===== config.mk =====
export PLATFORM = sky130hd
export DESIGN_NAME = median_filter_param
export DESIGN_NICKNAME = d
export VERILOG_FILES = /design/src/rtl/median_pkg.sv /design/src/rtl/median_filter_param_rank.sv /design/src/rtl/median_filter_param.sv
export SDC_FILE = /design/constraint.sdc
export NUM_CORES = 1
export LEC_CHECK = 0
export ABC_AREA = 1
export BUFFER_PORTS_ARGS = -buffer_cell sky130_fd_sc_hd__buf_2
export CAP_MARGIN = 40
export CORE_MARGIN = 10
export CORE_UTILIZATION = 60
export DETAILED_ROUTE_END_ITERATION = 16
export PLACE_DENSITY = 0.89
export SETUP_SLACK_MARGIN = 0.3
export SYNTH_ARGS = -nofsm -noshare
export SYNTH_HDL_FRONTEND = slang
export SYNTH_SLANG_ARGS = --single-unit

===== constraint.sdc =====
create_clock -name clk -period 5.36 [get_ports clk]
set_input_delay 1.072 -clock clk [delete_from_list [all_inputs] [get_ports clk]]
set_output_delay 1.072 -clock clk [all_outputs]
set_load 0.01 [all_outputs]

===== src/rtl/median_pkg.sv =====
// Shared constants and compare helper for the parameterised sliding-window median filter.
package median_pkg;

  localparam int MAX_WINDOW        = 7;
  localparam int MAX_WIDTH         = 16;
  localparam int RANK_W            = 3;
  localparam int NUM_LEGAL_WINDOWS = 3;
  localparam int LEGAL_WINDOWS [NUM_LEGAL_WINDOWS] = '{3, 5, 7};

  typedef logic [RANK_W-1:0] rank_t;

  function automatic bit is_legal_window(input int w);
    bit ok;
    ok = 1'b0;
    for (int i = 0; i < NUM_LEGAL_WINDOWS; i++) begin
      if (LEGAL_WINDOWS[i] == w) ok = 1'b1;
    end
    return ok;
  endfunction

  // a < b via one extra bit of subtract headroom; operands arrive left-justified
  // in MAX_WIDTH bits, which preserves ordering for both signed and unsigned data.
  function automatic logic med_less(input logic [MAX_WIDTH-1:0] a,
                                    input logic [MAX_WIDTH-1:0] b,
                                    input logic                 signed_mode);
    logic [MAX_WIDTH:0] a_x;
    logic [MAX_WIDTH:0] b_x;
    logic [MAX_WIDTH:0] diff;
    a_x  = {signed_mode & a[MAX_WIDTH-1], a};
    b_x  = {signed_mode & b[MAX_WIDTH-1], b};
    diff = a_x - b_x;
    return diff[MAX_WIDTH];
  endfunction

endpackage


===== src/rtl/median_filter_param_rank.sv =====
// Combinational rank-based median selector: pairwise comparator matrix plus one-hot rank mux.
module median_rank_select
  import median_pkg::*;
#(
  parameter int WIDTH  = 8,
  parameter int WINDOW = 3,
  parameter int SIGNED = 1
) (
  input  logic [WINDOW*WIDTH-1:0] win_vec,
  output logic [WIDTH-1:0]        med
);

  localparam int    PAD      = MAX_WIDTH - WIDTH;
  localparam logic  SMODE    = (SIGNED != 0);
  localparam rank_t MID_RANK = rank_t'((WINDOW - 1) / 2);

  logic [MAX_WIDTH-1:0] key  [WINDOW];
  logic [WINDOW-1:0]    lt   [WINDOW];
  rank_t                rank [WINDOW];
  logic [WINDOW-1:0]    hit;

  always_comb begin
    for (int j = 0; j < WINDOW; j++) begin
      key[j] = MAX_WIDTH'(win_vec[j*WIDTH +: WIDTH]) << PAD;
    end
  end

  // lt[j][k] is set when element k sorts strictly below element j
  always_comb begin
    for (int j = 0; j < WINDOW; j++) begin
      for (int k = 0; k < WINDOW; k++) begin
        lt[j][k] = (k != j) && med_less(key[k], key[j], SMODE);
      end
    end
  end

  // Equal values are ordered by index, so exactly one element owns the middle rank.
  always_comb begin
    med = '0;
    hit = '0;
    for (int j = 0; j < WINDOW; j++) begin
      rank[j] = '0;
      for (int k = 0; k < WINDOW; k++) begin
        if (lt[j][k] || ((k < j) && (key[k] == key[j]))) begin
          rank[j] = rank[j] + rank_t'(1);
        end
      end
      hit[j] = (rank[j] == MID_RANK);
      if (hit[j]) med = med | win_vec[j*WIDTH +: WIDTH];
    end
  end

endmodule


===== src/rtl/median_filter_param.sv =====
// Streaming sliding-window median filter with valid handshake, fill tracking and sync clear.
module median_filter_param
  import median_pkg::*;
#(
  parameter int WIDTH  = 8,
  parameter int WINDOW = 3,
  parameter int SIGNED = 1
) (
  input  logic             clk,
  input  logic             rst,
  input  logic             clear,
  input  logic             in_valid,
  input  logic [WIDTH-1:0] in_data,
  output logic             out_valid,
  output logic [WIDTH-1:0] out_data,
  output logic             win_full
);

  if (!is_legal_window(WINDOW)) begin : g_bad_window
    $error("median_filter_param: WINDOW must be 3, 5 or 7");
  end
  if ((WIDTH < 2) || (WIDTH > MAX_WIDTH)) begin : g_bad_width
    $error("median_filter_param: WIDTH must be in 2..16");
  end

  localparam rank_t FULL_CNT  = rank_t'(WINDOW);
  localparam rank_t LAST_FILL = rank_t'(WINDOW - 1);

  logic [WIDTH-1:0]        tap [WINDOW];
  rank_t                   fill_cnt;
  logic [WINDOW*WIDTH-1:0] win_vec_p0;
  logic [WIDTH-1:0]        med_p0;
  logic                    fire_p0;
  logic [WIDTH-1:0]        out_data_p1;
  logic                    vld_p1;

  // ---- stage p0: window assembly (new sample + older taps) and median select ----
  always_comb begin
    win_vec_p0[WIDTH-1:0] = in_data;
    for (int i = 1; i < WINDOW; i++) begin
      win_vec_p0[i*WIDTH +: WIDTH] = tap[i-1];
    end
  end

  assign fire_p0 = in_valid && (fill_cnt >= LAST_FILL);

  median_rank_select #(
    .WIDTH  (WIDTH),
    .WINDOW (WINDOW),
    .SIGNED (SIGNED)
  ) u_rank (
    .win_vec (win_vec_p0),
    .med     (med_p0)
  );

  // ---- stage p1: taps, fill counter and output register ----
  always_ff @(posedge clk or posedge rst) begin
    if (rst) begin
      for (int i = 0; i < WINDOW; i++) tap[i] <= '0;
      fill_cnt    <= '0;
      vld_p1      <= 1'b0;
      out_data_p1 <= '0;
    end else if (clear) begin
      fill_cnt <= '0;
      vld_p1   <= 1'b0;
    end else begin
      vld_p1 <= fire_p0;
      if (fire_p0) out_data_p1 <= med_p0;
      if (in_valid) begin
        tap[0] <= in_data;
        for (int i = 1; i < WINDOW; i++) tap[i] <= tap[i-1];
        if (fill_cnt != FULL_CNT) fill_cnt <= fill_cnt + rank_t'(1);
      end
    end
  end

  assign out_valid = vld_p1;
  assign out_data  = out_data_p1;
  assign win_full  = (fill_cnt == FULL_CNT);

endmodule

==> results by group <==
Status
  • Run status: finished clean

Final layout
  • Fraction of final layout cells with drive strength greater than 1: 14.8%
  • Multi-input gate area: 1660 um^2
  • # nets final: ~430
  • Final Non-Filler Cells: 415
  • Area delta synth->final: 9.98%
  • Antenna Cells: 0
  • Reg area: 701 um^2
  • Commonest non-fill, non-tap cell in the layout: nand2_1
  • Commonest cells after routing, fill and taps aside: 88 x nand2_1, 51 x ha_1, 48 x inv_1, 39 x nand3_1, 28 x dfrtp_1
  • FILL cells: 334

Power and ir drop
  • Gate power share: 49.0%
  • Sw power: 0.000421 W
  • Register share of total power: 32.7%
  • Clock power frac: 18.3%
  • Maximum vdd drop: 0.000281 V
  • Switching Share: between 40% and 50%
  • P per Cell Area: 338 nW/um^2
  • LEAKAGE: 1.61 nW
  • Int Pwr: around 0.00053 W

Synth
  • Mapped cell area: 2570 um^2
  • Number of enable flip-flop cells after synthesis: 0
  • Post-Synthesis Cells: 341
  • Sequential-to-total area share from yosys stat: 27.3%
  • Largest area contributor in the synthesized netlist: dfrtp_1
  • Average size of a mapped cell: 7.54 um^2
  • Mapped Nets: 404
  • Area contributors post-synth: dfrtp_1 27%, ha_1 25%, nand2_1 13%, nand3_1 7.6%, inv_1 7.0%
  • Predominant post-synthesis flop cell: dfrtp_1
  • Yosys warnings: 0
  • Ys async rst share: between 90% and 100%
  • Yosys cell types: 27
  • Synth Register Bits: 28
  • Top cell type's share of synthesized area: 27.3%

Drt
  • Vias per cell: 5.63
  • # DRC: 0
  • 1st-iter DRT viols: 260
  • Total wire length: 6230 um
  • Post-route ant nets: 0
  • Drt first pass iters: 6
  • Via count: around 2300
  • Routed len/inst: around 15 um

Clock tree
  • Max H-tree Level: 1
  • CTS tree: yes
  • # Post-CTS Setup Buffers: 0
  • Later-pin clock latency in the skew report: about 0.29 ns
  • Clock-pin slew on the worst setup and hold paths: 0.11 ns
  • Num CTS Buffers: 3
  • CTS Hold Bufs: 0
  • Clock sink count: 28
  • Post-cts repair resize count: 0
  • Clock Tree Buf Depth: 2
  • Root Driver: clkbuf_8

Placement
  • Placed cell count: between 400 and 500
  • Post-DP HPWL: 4760 um
  • Port bufs: 21
  • Gpl congestion: between 0.9 and 1

Global routing
  • GRT Overall Usage: 17.4%
  • First-pass GRT wire length: 10600 um
  • Number of global-route vias before repair: 2329
  • Pin count of the biggest net entering global routing: 18
  • Grt total ovfl: 0
  • Antenna violations before repair: 0

Floorplanning
  • Core Rows: 23
  • Core area: between 4000 and 5000 um^2
  • Die W: 85.4 um
  • Initial core utilization: 62.9%
  • Io pins: 22
  • Die Y: ~85 um
  • Die ar.: 7300 um^2

STA
  • Worst slew pin tran: just over 0.6 ns
  • Endpoints failing setup: 0
  • Clk_skew: 0.00671 ns
  • Min cycle time layout: roughly 2.7 ns
  • Max_slew headroom: 58.8%
  • RSZ-0062 raised after global routing: false
  • Max Fclk: 0.376 GHz
  • Setup TNS: 0 ns
  • Max-slew violation count: 0
  • Final Cycle Share: 49.6%
  • Final Hold Viols: 0

Setup path
  • Critical path class: input port to flip-flop
  • CP required: 5.55 ns
  • CP Capture Type: flip-flop
  • CP Max Fanout: 8
  • Nature of the critical path startpoint: input port
  • Worst path arrival time: 2.85 ns

Hold path
  • Hold crit path type: flip-flop to flip-flop

Job
  • Max-capacitance violation count: 0
-- power groups by stage --
stage               Sequential (W)  Combinational (W)  Clock [W]
floorplan                 0.000315           0.000320          0
global placement          0.000314           0.000439          0
detailed placement        0.000313           0.000457          0
CTS                       0.000311           0.000463   0.000176
global route              0.000318           0.000527   0.000182
finish                    0.000312           0.000468   0.000175
-- stage by stage --
stage                     setup WS [ns]  hold slack, ns  utilization [%]  area [um^2]  power, W
after global placement             2.54           0.466             66.8         2730  0.000753
after floorplan                    2.90           0.515                -         2570  0.000635
final                              2.70           0.490             69.2         2830  0.000954
after detailed placement           2.48           0.463             67.4         2760  0.000770
after CTS                          2.73           0.490             69.2         2830  0.000949
after global routing               2.53           0.514             69.2         2830   0.00103
-- logic make-up after synthesis --
kind of cell	Yosys count	synth area share (%)
AND/OR/NAND/NOR	171	31.0
buffers and inverters	52	8.13
flip-flops	28	27.3
adder cells (fa/ha/maj)	51	24.8
AO/OA/AOI/OAI	38	8.42
XOR/XNOR	1	0.341
-- flip-flops by register name, indices dropped and copies added (netlist names) --
| name | cells |
|---|---|
| fill_cnt | 3 |
| out_data | 8 |
| out_valid | 1 |
| tap | 16 |
-- path summary, 6_finish.rpt --
check	startpoint	end	slack, ns	cells past startpoint
max	in_data[7]	out_data[4]	2.70	12
min	out_data[0]	out_data[0]	0.49	2
max reg2reg	tap[13]	out_data[2]	3.17	14
min reg2reg	out_data[0]	out_data[0]	0.49	2
max in group asynchronous	rst	out_data[2]	4.02	3
min in group asynchronous	rst	tap[22]	0.83	2
-- synth_stat cells (3+ instances only) --
cell and instances:
a21oi_1 14, nand2_2 11, nand2_1 88, o21ai_0 17, nand3_2 3, nand3_1 39
clkbuf_1 3, dfrtp_1 28, ha_1 51, nor2_2 3, nor2_1 17, inv_1 48
-- per-layer routing --
metal  part of all wire (%)  global-route usage, %  wire length (um)  vias up
li1                       -                      -                 -     1142
met1                     42                   20.0              2600     1055
met2                     48                   30.8              3000      111
met3                    7.0                   3.25               433       29
met4                    3.1                   6.74               191        0
met5                      0                      0                 0        -
-- critical path: stages --
cell and delay [ns]:
buf_2 0.14, inv_1 0.07, ha_1 0.38, a21o_1 0.21
nor2_2 0.18, nand2_2 0.10, a21boi_2 0.15, nand3_2 0.19
nand3_1 0.15, nand3_1 0.10, nand2_1 0.07, nand2_1 0.04
-- area by class of cell --
type | count | share of cell area [%]
Timing Repair Buffer | 23 | 4.65
Multi-Input combinational cell | 261 | 58.8
Tap cell | 50 | 2.21
Clock inverter | 1 | 1.06
Inverter | 49 | 6.99
Clock buffer | 3 | 1.46
Sequential cell | 28 | 24.8
No activity file was read; power rests on OpenSTA's default activity.
